`src/rtl/apb_sram_pkg.sv`:
```
// Shared types and constants for the APB3 protocol monitor of the SRAM-APB subsystem.
package apb_sram_pkg;

    typedef enum logic [1:0] {
        IDLE,
        SETUP,
        ACCESS
    } apb_mon_state_e;

    localparam int APB_MON_ERR_W = 6;

    localparam int ERR_MULTI_SEL = 0;
    localparam int ERR_NO_SETUP  = 1;
    localparam int ERR_NO_ACCESS = 2;
    localparam int ERR_UNSTABLE  = 3;
    localparam int ERR_TIMEOUT   = 4;
    localparam int ERR_SLVERR    = 5;

    // Index of the lowest set select bit; 0 when none are set.
    function automatic logic [3:0] lowest_sel(input logic [15:0] sel);
        logic [3:0] idx;
        idx = '0;
        for (int unsigned i = 16; i > 0; i--) begin
            if (sel[i-1]) begin
                idx = 4'(i - 1);
            end
        end
        return idx;
    endfunction

endpackage

```
`src/rtl/apb_protocol_monitor_if.sv`:
```
// APB3 bus bundle observed by the protocol monitor; master/slave views plus a passive monitor view.
interface apb_protocol_monitor_if #(
    parameter int ADDR_W  = 32,
    parameter int DATA_W  = 32,
    parameter int NUM_SLV = 4
);
    logic [NUM_SLV-1:0] PSEL;
    logic               PENABLE;
    logic               PWRITE;
    logic [ADDR_W-1:0]  PADDR;
    logic [DATA_W-1:0]  PWDATA;
    logic               PREADY;
    logic               PSLVERR;
    logic [DATA_W-1:0]  PRDATA;

    modport master (
        output PSEL, PENABLE, PWRITE, PADDR, PWDATA,
        input  PREADY, PSLVERR, PRDATA
    );

    modport slave (
        input  PSEL, PENABLE, PWRITE, PADDR, PWDATA,
        output PREADY, PSLVERR, PRDATA
    );

    modport monitor (
        input PSEL, PENABLE, PWRITE, PADDR, PWDATA,
        input PREADY, PSLVERR, PRDATA
    );

endinterface

```
`src/rtl/apb_mon_stats.sv`:
```
// Optional transfer statistics for the APB monitor; only present when APB_MON_STATS_EN is defined.
`ifdef APB_MON_STATS_EN
module apb_mon_stats #(
    parameter int WAIT_W = 9
) (
    input  logic              clk,
    input  logic              rst,
    input  logic              clr,
    input  logic              done,
    input  logic              write,
    input  logic              err,
    input  logic [WAIT_W-1:0] wait_cyc,
    output logic [31:0]       wr_cnt,
    output logic [31:0]       rd_cnt,
    output logic [31:0]       err_cnt,
    output logic [WAIT_W-1:0] max_wait
);

    always_ff @(posedge clk) begin
        if (rst || clr) begin
            wr_cnt   <= '0;
            rd_cnt   <= '0;
            err_cnt  <= '0;
            max_wait <= '0;
        end else if (done) begin
            if (write && (wr_cnt != '1)) begin
                wr_cnt <= wr_cnt + 32'd1;
            end
            if (!write && (rd_cnt != '1)) begin
                rd_cnt <= rd_cnt + 32'd1;
            end
            if (err && (err_cnt != '1)) begin
                err_cnt <= err_cnt + 32'd1;
            end
            if (wait_cyc > max_wait) begin
                max_wait <= wait_cyc;
            end
        end
    end

endmodule
`endif

```
`src/rtl/apb_protocol_monitor.sv`:
```
// Passive APB3 protocol monitor: sticky violation flags and a one-cycle record per completed transfer.
// Define APB_MON_STATS_EN to add the stat_* counter outputs.
module apb_protocol_monitor
    import apb_sram_pkg::*;
#(
    parameter int ADDR_W      = 32,
    parameter int DATA_W      = 32,
    parameter int NUM_SLV     = 4,
    parameter int TIMEOUT_CYC = 256,
    localparam int SLV_W      = (NUM_SLV > 1) ? $clog2(NUM_SLV) : 1,
    localparam int WAIT_W     = $clog2(TIMEOUT_CYC + 1)
) (
    input  logic                     PCLK,
    input  logic                     PRESET,
    apb_protocol_monitor_if.monitor  bus,
    input  logic                     clr_i,
    output logic [APB_MON_ERR_W-1:0] err_status,
    output logic                     err_pulse,
    output logic                     txn_done,
    output logic                     txn_write,
    output logic [SLV_W-1:0]         txn_slv,
    output logic [ADDR_W-1:0]        txn_addr,
    output logic [DATA_W-1:0]        txn_data,
    output logic                     txn_err,
    output logic [WAIT_W-1:0]        txn_wait
`ifdef APB_MON_STATS_EN
    ,
    output logic [31:0]              stat_wr_cnt,
    output logic [31:0]              stat_rd_cnt,
    output logic [31:0]              stat_err_cnt,
    output logic [WAIT_W-1:0]        stat_max_wait
`endif
);

    apb_mon_state_e state;

    logic [NUM_SLV-1:0] lat_sel;
    logic [ADDR_W-1:0]  lat_addr;
    logic               lat_write;
    logic [DATA_W-1:0]  lat_wdata;
    logic [SLV_W-1:0]   lat_slv;
    logic [WAIT_W-1:0]  wait_cnt;

    logic                     sel_any;
    logic                     go_access;
    logic                     access_cyc;
    logic                     complete;
    logic                     start;
    logic                     unstable;
    logic [APB_MON_ERR_W-1:0] err_new;

    // The state register names the phase of the previous bus cycle, so the
    // first ACCESS cycle is observed while state is still SETUP.
    always_comb begin
        sel_any    = |bus.PSEL;
        go_access  = bus.PENABLE && (bus.PSEL == lat_sel);
        access_cyc = ((state == SETUP) && go_access) || ((state == ACCESS) && sel_any);
        complete   = access_cyc && bus.PREADY;
        start      = sel_any && !bus.PENABLE &&
                     ((state == IDLE) || (state == SETUP) || complete);
        unstable   = (bus.PADDR != lat_addr) || (bus.PWRITE != lat_write) ||
                     (bus.PSEL != lat_sel) || (lat_write && (bus.PWDATA != lat_wdata));
    end

    always_comb begin
        err_new = '0;
        err_new[ERR_MULTI_SEL] = $countones(bus.PSEL) > 1;
        case (state)
            IDLE: begin
                err_new[ERR_NO_SETUP] = bus.PENABLE;
            end
            SETUP: begin
                err_new[ERR_NO_ACCESS] = !go_access;
                err_new[ERR_UNSTABLE]  = unstable;
            end
            ACCESS: begin
                err_new[ERR_UNSTABLE]  = unstable;
            end
            default: begin
                err_new = '0;
            end
        endcase
        err_new[ERR_TIMEOUT] = access_cyc && !bus.PREADY &&
                               (wait_cnt == WAIT_W'(TIMEOUT_CYC - 1));
        err_new[ERR_SLVERR]  = complete && bus.PSLVERR;
    end

    always_ff @(posedge PCLK) begin
        if (PRESET) begin
            state      <= IDLE;
            wait_cnt   <= '0;
            err_status <= '0;
            err_pulse  <= 1'b0;
            txn_done   <= 1'b0;
            txn_write  <= 1'b0;
            txn_slv    <= '0;
            txn_addr   <= '0;
            txn_data   <= '0;
            txn_err    <= 1'b0;
            txn_wait   <= '0;
        end else begin
            err_status <= (clr_i ? '0 : err_status) | err_new;
            err_pulse  <= |err_new;
            txn_done   <= 1'b0;
            if (complete) begin
                txn_done  <= 1'b1;
                txn_write <= lat_write;
                txn_slv   <= lat_slv;
                txn_addr  <= lat_addr;
                txn_data  <= lat_write ? lat_wdata : bus.PRDATA;
                txn_err   <= bus.PSLVERR;
                txn_wait  <= wait_cnt;
                wait_cnt  <= '0;
                state     <= start ? SETUP : IDLE;
            end else if (access_cyc) begin
                state <= ACCESS;
                if (wait_cnt != WAIT_W'(TIMEOUT_CYC)) begin
                    wait_cnt <= wait_cnt + WAIT_W'(1);
                end
            end else if (start) begin
                state    <= SETUP;
                wait_cnt <= '0;
            end else begin
                state    <= IDLE;
                wait_cnt <= '0;
            end
        end
    end

    always_ff @(posedge PCLK) begin
        if (PRESET) begin
            lat_sel   <= '0;
            lat_addr  <= '0;
            lat_write <= 1'b0;
            lat_wdata <= '0;
            lat_slv   <= '0;
        end else if (start) begin
            lat_sel   <= bus.PSEL;
            lat_addr  <= bus.PADDR;
            lat_write <= bus.PWRITE;
            lat_wdata <= bus.PWDATA;
            lat_slv   <= SLV_W'(lowest_sel(16'(bus.PSEL)));
        end
    end

`ifdef APB_MON_STATS_EN
    apb_mon_stats #(
        .WAIT_W (WAIT_W)
    ) u_stats (
        .clk      (PCLK),
        .rst      (PRESET),
        .clr      (clr_i),
        .done     (txn_done),
        .write    (txn_write),
        .err      (txn_err),
        .wait_cyc (txn_wait),
        .wr_cnt   (stat_wr_cnt),
        .rd_cnt   (stat_rd_cnt),
        .err_cnt  (stat_err_cnt),
        .max_wait (stat_max_wait)
    );
`endif

endmodule

```
`src/flat_wrapper.sv`:
```
// flat-port wrapper written by rule: the top's interface ports become plain ports
module apb_protocol_monitor_flat import apb_sram_pkg::*;
#(
    parameter int ADDR_W      = 32,
    parameter int DATA_W      = 32,
    parameter int NUM_SLV     = 4,
    parameter int TIMEOUT_CYC = 256,
    localparam int SLV_W      = (NUM_SLV > 1) ? $clog2(NUM_SLV) : 1,
    localparam int WAIT_W     = $clog2(TIMEOUT_CYC + 1)
)
  (PCLK, PRESET, clr_i, err_status, err_pulse, txn_done, txn_write, txn_slv, txn_addr, txn_data, txn_err, txn_wait, bus_PSEL, bus_PENABLE, bus_PWRITE, bus_PADDR, bus_PWDATA, bus_PREADY, bus_PSLVERR, bus_PRDATA);
  apb_protocol_monitor_if #(.ADDR_W(ADDR_W), .DATA_W(DATA_W), .NUM_SLV(NUM_SLV)) bus_i ();
  input  logic PCLK;
  input  logic PRESET;
  input  logic clr_i;
  output logic [APB_MON_ERR_W-1:0] err_status;
  output logic err_pulse;
  output logic txn_done;
  output logic txn_write;
  output logic [SLV_W-1:0] txn_slv;
  output logic [ADDR_W-1:0] txn_addr;
  output logic [DATA_W-1:0] txn_data;
  output logic txn_err;
  output logic [WAIT_W-1:0] txn_wait;
  input wire logic [$bits(bus_i.PSEL)-1:0] bus_PSEL;
  input wire logic [$bits(bus_i.PENABLE)-1:0] bus_PENABLE;
  input wire logic [$bits(bus_i.PWRITE)-1:0] bus_PWRITE;
  input wire logic [$bits(bus_i.PADDR)-1:0] bus_PADDR;
  input wire logic [$bits(bus_i.PWDATA)-1:0] bus_PWDATA;
  input wire logic [$bits(bus_i.PREADY)-1:0] bus_PREADY;
  input wire logic [$bits(bus_i.PSLVERR)-1:0] bus_PSLVERR;
  input wire logic [$bits(bus_i.PRDATA)-1:0] bus_PRDATA;
  assign bus_i.PSEL = bus_PSEL;
  assign bus_i.PENABLE = bus_PENABLE;
  assign bus_i.PWRITE = bus_PWRITE;
  assign bus_i.PADDR = bus_PADDR;
  assign bus_i.PWDATA = bus_PWDATA;
  assign bus_i.PREADY = bus_PREADY;
  assign bus_i.PSLVERR = bus_PSLVERR;
  assign bus_i.PRDATA = bus_PRDATA;
  apb_protocol_monitor #(.ADDR_W(ADDR_W), .DATA_W(DATA_W), .NUM_SLV(NUM_SLV), .TIMEOUT_CYC(TIMEOUT_CYC)) u_core (.PCLK(PCLK), .PRESET(PRESET), .bus(bus_i), .clr_i(clr_i), .err_status(err_status), .err_pulse(err_pulse), .txn_done(txn_done), .txn_write(txn_write), .txn_slv(txn_slv), .txn_addr(txn_addr), .txn_data(txn_data), .txn_err(txn_err), .txn_wait(txn_wait));
endmodule
```
`config.mk`:
```
export PLATFORM = sky130hd
export DESIGN_NAME = apb_protocol_monitor_flat
export DESIGN_NICKNAME = d
export VERILOG_FILES = /design/src/rtl/apb_sram_pkg.sv /design/src/rtl/apb_protocol_monitor_if.sv /design/src/rtl/apb_mon_stats.sv /design/src/rtl/apb_protocol_monitor.sv /design/src/flat_wrapper.sv
export SDC_FILE = /design/constraint.sdc
export NUM_CORES = 1
export LEC_CHECK = 0
export BUFFER_PORTS_ARGS = -buffer_cell sky130_fd_sc_hd__buf_4
export CAP_MARGIN = 10
export CORE_MARGIN = 5
export CORE_UTILIZATION = 57
export CTS_BUF_LIST = sky130_fd_sc_hd__clkbuf_8 sky130_fd_sc_hd__clkbuf_16
export CTS_CLUSTER_DIAMETER = 30
export DETAILED_ROUTE_END_ITERATION = 10
export GPL_ROUTABILITY_DRIVEN = 1
export GPL_TIMING_DRIVEN = 1
export PLACE_DENSITY = 0.89
export SKIP_CTS_REPAIR_TIMING = 1
export SLEW_MARGIN = 10
export SYNTH_ARGS = -nofsm -noshare
export SYNTH_HDL_FRONTEND = slang
export SYNTH_SLANG_ARGS = --single-unit
```
`constraint.sdc`:
```
create_clock -name PCLK -period 3.2 [get_ports PCLK]
set_input_delay 0.8 -clock PCLK [delete_from_list [all_inputs] [get_ports PCLK]]
set_output_delay 0.8 -clock PCLK [all_outputs]
set_load 0.1 [all_outputs]
```
==> results of run 1 <==
==> sequential cells by signal, indices dropped and copies added, names as in the netlist <==
signal and flops:
u_core.err_pulse 1, u_core.err_status 6, u_core.lat_addr 32, u_core.lat_sel 4, u_core.lat_slv 2, u_core.lat_wdata 32
u_core.lat_write 1, u_core.state 2, u_core.txn_addr 32, u_core.txn_data 32, u_core.txn_done 1, u_core.txn_err 1
u_core.txn_slv 2, u_core.txn_wait 9, u_core.txn_write 1, u_core.wait_cnt 9
==> power by group through the flow <==
| stage | clock, µW | sequential, µW | combinational, µW |
|---|---|---|---|
| 6_report | 2100 | 2210 | 582 |
| 5_1_grt | 2200 | 2210 | 628 |
| 4_1_cts | 2110 | 2210 | 579 |
| 3_5_place_dp | 0 | 2250 | 574 |
| 3_3_place_gp | 0 | 2250 | 561 |
| 2_1_floorplan | 0 | 2300 | 294 |
==> through the flow <==
| stage | std cells | instance area, µm² | total power [µW] | hold slack [ps] |
|---|---|---|---|---|
| 2_1_floorplan | 866 | 7340 | 2590 | 444 |
| 3_3_place_gp | 1173 | 8820 | 2810 | 454 |
| 3_5_place_dp | 1173 | 8820 | 2830 | 464 |
| 4_1_cts | 1205 | 9430 | 4900 | 472 |
| 5_1_grt | 1205 | 9430 | 5050 | 494 |
| 6_report | 1205 | 9430 | 4890 | 474 |
==> worst min-delay path, stage by stage, from the launching register on <==
cell and delay, ps:
dfxtp_1 320, nand2_1 60, a21oi_1 50
==> layout make-up <==
cell class              instances  area, µm²
clock buffers                  19        453
clock inverters                13        155
fillers                       953       3190
inverters                      13       48.8
multi-input cells             616       3660
flip-flops and latches        167       3340
well taps                     172        215
repair buffers                205       1550
==> placed cells by master, fill, tap and decap left out, drive strengths merged, types with 3 or more instances in the layout <==
cell,netlist,routed
xor2,68,68
nor4,18,18
ha,13,13
clkinvlp,0,5
nand2,144,144
o21ai,46,46
nor3,3,3
a21oi,155,155
clkbuf,38,19
and3,4,4
inv,13,14
a211oi,35,35
clkinv,0,4
nor2,20,20
mux2i,32,32
dfxtp,167,167
nand4,6,6
buf,32,205
bufinv,0,3
xnor2,7,7
nand3,47,47
==> layer usage <==
| layer | up-vias | global-route usage (%) | part of all wire (%) |
|---|---|---|---|
| met1 | 3270 | 33.7 | 40 |
| met3 | 48 | 7.82 | 8.8 |
| met2 | 318 | 46.1 | 48 |
| li1 | 3295 | - | - |
| met4 | 0 | 12.0 | 3.0 |
| met5 | - | 0 | 0 |
==> cells by family (layout without fill, tap and decap cells) <==
logic type               Yosys count  count (layout)  share of synthesized area (%)
AO/OA/AOI/OAI                    247             247                           18.6
AND/OR/NAND/NOR                  247             247                           14.9
flip-flops                       167             167                           45.6
buffers and inverters             83             250                           5.05
XOR/XNOR                          75              75                           8.95
multiplexers                      33              33                           4.52
adder cells (fa/ha/maj)           14              14                           2.49
==> worst min-delay path by stage <==
stage | slack (ps) | endpoint
6_report | 470 | u_core.lat_sel[2]
3_5_place_dp | 460 | u_core.lat_sel[2]
2_1_floorplan | 440 | u_core.txn_slv[0]
3_3_place_gp | 450 | u_core.err_status[5]
4_1_cts | 470 | u_core.lat_sel[2]
5_1_grt | 490 | u_core.err_status[1]
==> results.tsv, run 1 <==
metric	value	unit
outcome	finished, final reports clean	
timing.rr.start	u_core.state[0]	
r2r-end	u_core.txn_addr[3]	
routed_wl	21300	µm
netlist.area_leader.share	45.6	%
syn-cell-area	7340	µm²
power_switching	1260	µW
gp_congestion	0.844	
dp_hpwl	14600	µm
finalCritPeriodShare	75.8	%
die_h	123	µm
worst_path_most_repeated_cell	buf_4	
yosys-top-cells-count	dfxtp_1 (167), a21oi_1 (155), nand2_1 (144)	
setup_tns	0	ps
fmax	412	MHz
clkTransAtPathRegs	60	ps
maxCapViolCount	0	
fin_util	74.7	%
ys.flop_type	dfxtp_1	
io_buffers	191	
grt_pass1_vias	6657	
critical_path.max_stage_delay	490	ps
synth_edf_count	0	
startpoint_type	primary input	
p_clk_share	42.9	%
yosysMostFrequentCell	dfxtp_1	
ir_drop	0.396	mV
yosysTopAreaCell	dfxtp_1	
slew_viol_final	0	
synth_area_per_cell	8.47	µm²
rr_worst_depth	7	
crit_cells	8	
slowest_stage	a31oi_4	
via_per_inst	5.75	
grt_setup_unrepaired	false	
grt_antenna_before_repair	0	
skew	8.19	ps
ys_async_sr_fraction	0	%
drive_gt1_share	23.7	%
seq_area_frac_synth	45.6	%
dp_slack	385	ps
fin_ws	774	ps
min_period	2430	ps
intPower	3630	µW
cts_htree_levels	4	
drtIter0Drc	649	
min_path_type	flip-flop to flip-flop	
die_w	123	µm
crit_fanout	33	
seq_power_share	45.2	%
yosys-top-cells-area	dfxtp_1 (46%), a21oi_1 (11%), xor2_1 (8.1%)	
relSlewSlack	49.9	%
combPwrFrac	11.9	%
start_util	58.1	%
n_antenna_cell	0	
crit_required	3540	ps
tritoncts	yes	
ys_seq_elements	167	
area_growth	28.5	%
min_from	u_core.lat_sel[2]	
coreArea	12600	µm²
grt-ovfl-total	0	
track_usage	27.8	%
tightest_slew	751	ps
wl_per_cell	17.6	µm
drcViolationCount	0	
switching_share	25.7	%
critPathKind	primary input to flip-flop	
hold_viol	0	
crit_buf_inv	3	
vias	6931	
cp.arrival	2770	ps
clkLatencyLatePin	420	ps
crit_path_end	u_core.txn_addr[3]	
drtPass1Iterations	5	
crit_family	compound AO/OA/AOI/OAI gates	
worstPathCellList	buf_4, inv_1, ha_1, a21boi_0, a31oi_4, buf_4, o21ai_0, a21oi_1	
row_count	41	
synth_cells	866	
cts_sinks	167	
r2r_setup_slack	1030	ps
yosysUniqueCellTypes	40	
clockBufferDepth	2	
setup_viol	0	
grt_pass1_wl	33200	µm
power.density	519	nW/µm²
drtAntennaViolNets	0	
cts_root_buffer	clkbuf_16	
die-area	15200	µm²
p_leak	0.00387	µW
grt_max_degree	73	
crit_path_end_kind	flip-flop	
cts_buffers	17	
crit_path_start	bus_PSEL[2]	
ys_warn_count	0	
syn_nets	987	
nNetsFinal	1141	
hold_depth	2	
ios	192	
Note: power is estimated with default switching activity, not from simulation.
==> run 2: changes to the inputs <==
--- a/config.mk
+++ b/config.mk
@@ -8,13 +8,13 @@
 export BUFFER_PORTS_ARGS = -buffer_cell sky130_fd_sc_hd__buf_4
 export CAP_MARGIN = 10
 export CORE_MARGIN = 5
-export CORE_UTILIZATION = 57
+export CORE_UTILIZATION = 53
 export CTS_BUF_LIST = sky130_fd_sc_hd__clkbuf_8 sky130_fd_sc_hd__clkbuf_16
 export CTS_CLUSTER_DIAMETER = 30
 export DETAILED_ROUTE_END_ITERATION = 10
 export GPL_ROUTABILITY_DRIVEN = 1
 export GPL_TIMING_DRIVEN = 1
-export PLACE_DENSITY = 0.89
+export PLACE_DENSITY = 0.84
 export SKIP_CTS_REPAIR_TIMING = 1
 export SLEW_MARGIN = 10
 export SYNTH_ARGS = -nofsm -noshare
==> constraint.sdc (replaced) <==
create_clock -name PCLK -period 2.5 [get_ports PCLK]
set_input_delay 0.625 -clock PCLK [delete_from_list [all_inputs] [get_ports PCLK]]
set_output_delay 0.625 -clock PCLK [all_outputs]
set_load 0.1 [all_outputs]
==> results.tsv, run 2 (same netlist as run 1, synthesis figures left out) <==
metric	value	unit	change
die-area	16300	µm²	was 15200 µm²
combPwrFrac	12.7	%	was 11.9%
cts_htree_levels	4		unchanged
grt_max_degree	79		was 73
post_dp_cell_area	8940	µm²	was 8820 µm²
whs	448	ps	was 474 ps
switching_share	26.0	%	was 25.7%
fmax	477	MHz	
startpoint_type	primary input		unchanged
instances_no_fill	1219		was 1205
critical_path.max_stage_delay	420	ps	was 490 ps
min_from	bus_PWDATA[7]		was u_core.lat_sel[2]
finalCritPeriodShare	83.8	%	
timing.rr.start	u_core.state[0]		unchanged
drcViolationCount	0		unchanged
grt-ovfl-total	0		unchanged
crit_buf_inv	2		was 3
p_leak	0.00391	µW	was 0.00387 µW
maxCapViolCount	0		unchanged
cp.arrival	2380	ps	was 2770 ps
slew_viol_final	0		unchanged
slowest_stage	fa_1		was a31oi_4
skew	8.36	ps	was 8.19 ps
cts_root_buffer	clkbuf_16		unchanged
crit_path_end_kind	flip-flop		unchanged
drtPass1Iterations	5		unchanged
clkLatencyLatePin	430	ps	was 420 ps
vias	6876		was 6931
r2r-end	u_core.txn_addr[19]		was u_core.txn_addr[3]
ios	192		unchanged
relSlewSlack	57.7	%	was 49.9%
dp_cells	1188		was 1173
fillerInstances	1086		was 953
min_path_type	primary input to flip-flop		was flip-flop to flip-flop
final_common_cell	buf_4		unchanged
intPower	4480	µW	was 3630 µW
outcome	finished, final reports clean		unchanged
setup_tns	0	ps	unchanged
r2r_setup_slack	410	ps	was 1030 ps
critPathKind	primary input to flip-flop		unchanged
wl_per_cell	17.2	µm	was 17.6 µm
dp_hpwl	14100	µm	was 14600 µm
ir_drop	0.427	mV	was 0.396 mV
via_per_inst	5.64		was 5.75
grt_pass1_vias	6721		was 6657
cts_buffers	17		unchanged
crit_fanout	3		was 33
hold_end	u_core.lat_wdata[7]		was u_core.lat_sel[2]
crit_required	2780	ps	was 3540 ps
grt_antenna_before_repair	1		was 0
nNetsFinal	1148		was 1141
routed_wl	20900	µm	was 21300 µm
grt_pass1_wl	33500	µm	was 33200 µm
drtIter0Drc	589		was 649
gp_congestion	0.823		was 0.844
worstPathCellList	buf_4, inv_1, ha_1, and2_1, fa_1, o21bai_1, o211a_1, o211ai_1, nor2_1, a311oi_1		was buf_4, inv_1, ha_1, a21boi_0, a31oi_4, buf_4, o21ai_0, a21oi_1
power.density	637	nW/µm²	was 519 nW/µm²
area_growth	29.5	%	was 28.5%
io_buffers	191		unchanged
tightest_slew	635	ps	was 751 ps
die_h	128	µm	was 123 µm
clkTransAtPathRegs	60	ps	about the same
drtAntennaViolNets	0		unchanged
crit_family	adder cells		was compound AO/OA/AOI/OAI gates
drive_gt1_share	24.0	%	was 23.7%
coreArea	13700	µm²	was 12600 µm²
row_count	43		was 41
power_switching	1570	µW	was 1260 µW
rr_worst_depth	8		was 7
n_antenna_cell	0		unchanged
start_util	53.5	%	was 58.1%
min_period	2100	ps	
cts_sinks	167		unchanged
hold_viol	0		unchanged
grt_setup_unrepaired	false		unchanged
tritoncts	yes		unchanged
setup_viol	0		unchanged
hold_depth	3		was 2
track_usage	25.8	%	was 27.8%
most-common-layout-cells	buf_4 (206), dfxtp_1 (166), a21oi_1 (155)		was buf_4 (204), dfxtp_1 (166), a21oi_1 (155)
final_area	9500	µm²	was 9430 µm²
seq_power_share	46.6	%	was 45.2%
p_clk_share	40.7	%	was 42.9%
die_w	128	µm	was 123 µm
clockBufferDepth	2		unchanged
==> run 2: cell count changes in the layout (fill, tap and decap cells not counted), sizes merged <==
cell and delta:
clkinvlp -3, buf +7, inv +2, clkbuf +1
bufinv -2, clkinv +1
==> run 2: layout make-up <==
type	instances	area, µm²	area share [%]
flip-flops and latches	167	3340	35.2
well taps	180	225	2.37
clock inverters	11	85.1	0.896
multi-input cells	616	3660	38.5
repair buffers	212	1670	17.5
clock buffers	20	467	4.91
inverters	13	48.8	0.514
==> run 2: worst max path at each step <==
stage	startpoint	endpoint	depth (start not counted)
finish	bus_PSEL[2]	u_core.err_pulse	10
floorplan	bus_PSEL[2]	u_core.err_pulse	9
global route	u_core.state[0]	u_core.txn_addr[19]	8
detailed placement	bus_PSEL[3]	u_core.err_pulse	10
CTS	bus_PSEL[3]	u_core.err_pulse	10
global placement	bus_PSEL[2]	u_core.err_pulse	10
==> run 2: per-stage QoR <==
step           power [µW]  setup WS [ps]  utilization (%)
6_report             6050            404             69.2
5_1_grt              6290            233             69.2
4_1_cts              6080            403             69.2
3_5_place_dp         3630          -30.9             65.2
3_3_place_gp         3620           34.3             65.2
2_1_floorplan        3320            300                -
==> run 2: power by group through the flow <==
stage	clock network, µW	registers (µW)	logic [µW]
2_1_floorplan	0	2940	376
3_3_place_gp	0	2870	750
3_5_place_dp	0	2880	760
4_1_cts	2490	2820	766
5_1_grt	2630	2830	831
6_report	2460	2820	767
==> run 2: worst reg2reg max path: stages, from the launching register on <==
cell and delay (ps):
dfxtp_1 380, inv_1 80, ha_1 230, a21boi_0 130, buf_4 160, a31oi_4 240
buf_4 430, o21ai_0 200, a21oi_1 170
==> run 2: layer usage <==
metal  global-route usage (%)  vias up  part of all wire (%)
li1                         -     3318                     -
met1                     31.5     3209                    40
met4                     10.6        2                   2.7
met2                     41.2      295                    47
met5                        0        -                 0.095
met3                     9.38       52                   9.8
==> run 3: changes to the inputs <==
==> constraint.sdc (replaced) <==
create_clock -name PCLK -period 1.97 [get_ports PCLK]
set_input_delay 0.4925 -clock PCLK [delete_from_list [all_inputs] [get_ports PCLK]]
set_output_delay 0.4925 -clock PCLK [all_outputs]
set_load 0.1 [all_outputs]
==> results.tsv, run 3 (same netlist as run 1, synthesis figures left out) <==
metric	value	unit	change
outcome	finished, final reports clean		unchanged
crit_path_end_kind	flip-flop		unchanged
cts_htree_levels	4		unchanged
die-area	16300	µm²	unchanged
routed_wl	21200	µm	was 20900 µm
relSlewSlack	71.4	%	was 57.7%
coreArea	13700	µm²	unchanged
n_antenna_cell	0		unchanged
drive_gt1_share	26.4	%	was 24.0%
grt-ovfl-total	0		unchanged
final_common_cell	buf_4		unchanged
ir_drop	0.495	mV	was 0.427 mV
cts_sinks	167		unchanged
grt_max_degree	85		was 79
gp_congestion	0.818		was 0.823
io_buffers	191		unchanged
via_per_inst	5.63		was 5.64
power	7930	µW	was 6050 µW
tightest_slew	425	ps	was 635 ps
setup_viol	0		unchanged
p_leak	0.00403	µW	was 0.00391 µW
cts_root_buffer	clkbuf_16		unchanged
startpoint_type	flip-flop		was primary input
cp.arrival	2220	ps	was 2380 ps
post_dp_cell_area	9190	µm²	was 8940 µm²
fmax	533	MHz	
wl_per_cell	17.1	µm	was 17.2 µm
finalCritPeriodShare	95.2	%	
nNetsFinal	1163		was 1148
die_h	128	µm	unchanged
vias	6951		was 6876
crit_fanout	10		was 3
drcViolationCount	0		unchanged
grt_pass1_wl	33600	µm	was 33500 µm
clkTransAtPathRegs	60	ps	about the same
area_growth	33.5	%	was 29.5%
start_util	53.5	%	unchanged
die_w	128	µm	unchanged
maxCapViolCount	0		unchanged
tritoncts	yes		unchanged
drtAntennaViolNets	0		unchanged
grt_pass1_vias	6795		was 6721
slew_viol_final	0		unchanged
skew	7.53	ps	was 8.36 ps
fin_util	71.4	%	was 69.2%
drtPass1Iterations	5		unchanged
final_area	9800	µm²	was 9500 µm²
cts_buffers	17		unchanged
fillerInstances	1054		was 1086
critPathKind	flip-flop to flip-flop		was primary input to flip-flop
min_period	1870	ps	
clkLatencyLatePin	430	ps	about the same
drtIter0Drc	530		was 589
power.density	809	nW/µm²	was 637 nW/µm²
grt_antenna_before_repair	0		was 1
hold_viol	0		unchanged
min_path_type	primary input to flip-flop		unchanged
setup_tns	0	ps	unchanged
dp_hpwl	14600	µm	was 14100 µm
track_usage	25.6	%	was 25.8%
most-common-layout-cells	buf_4 (213), dfxtp_1 (165), a21oi_1 (155)		was buf_4 (206), dfxtp_1 (166), a21oi_1 (155)
clockBufferDepth	2		unchanged
row_count	43		unchanged
crit_required	2320	ps	was 2780 ps
ios	192		unchanged
-- run 3: metal layers --
layer	up-vias	global-route usage [%]	share of wire [%]	wire, µm
li1	3352	-	-	-
met1	3234	31.1	40	8460
met2	320	43.0	48	10200
met3	45	7.54	9.0	1910
met4	0	9.55	2.7	573
met5	-	0	0	0
-- run 3: critical path, cell delays in order, from the launching register on --
cell     delay (ps)
dfxtp_1         330
xor2_1          190
nor4_4          290
buf_4           180
a31oi_4         120
or3_1           500
a21oi_1         190
-- run 3: area by class of cell --
| class | count | area [µm²] | area share [%] |
|---|---|---|---|
| clock buffer | 18 | 439 | 4.48 |
| clock inverter | 14 | 148 | 1.51 |
| inverter | 13 | 68.8 | 0.702 |
| multi-input combinational | 616 | 3700 | 37.7 |
| sequential | 167 | 3350 | 34.2 |
| tap | 180 | 225 | 2.30 |
| timing repair buffer | 227 | 1870 | 19.1 |
-- run 3: power breakdown --
group / switching, µW / leakage [µW] / internal [µW]
Sequential: 94.0 / 0.00136 / 3480
Clock: 1400 / 0.000288 / 1910
Combinational: 603 / 0.00239 / 433
-- run 3: per-stage QoR --
step | setup WS [ps] | hold WS (ps) | std cells
final | 95.0 | 320 | 1235
after floorplan | -61.2 | 444 | 866
after CTS | -3.06 | 310 | 1235
after detailed placement | -403 | 464 | 1203
after global placement | -346 | 455 | 1203
after global routing | -6.48 | 315 | 1235
-- run 3: path summary, 6_finish.rpt --
kind | startpoint | endpoint | slack [ps] | depth (start not counted)
max | u_core.lat_sel[1] | u_core.wait_cnt[8] | 100 | 6
min | bus_PWRITE | u_core.lat_write | 320 | 3
max reg2reg | u_core.lat_sel[1] | u_core.wait_cnt[8] | 100 | 6
min reg2reg | u_core.txn_slv[0] | u_core.txn_slv[0] | 480 | 2
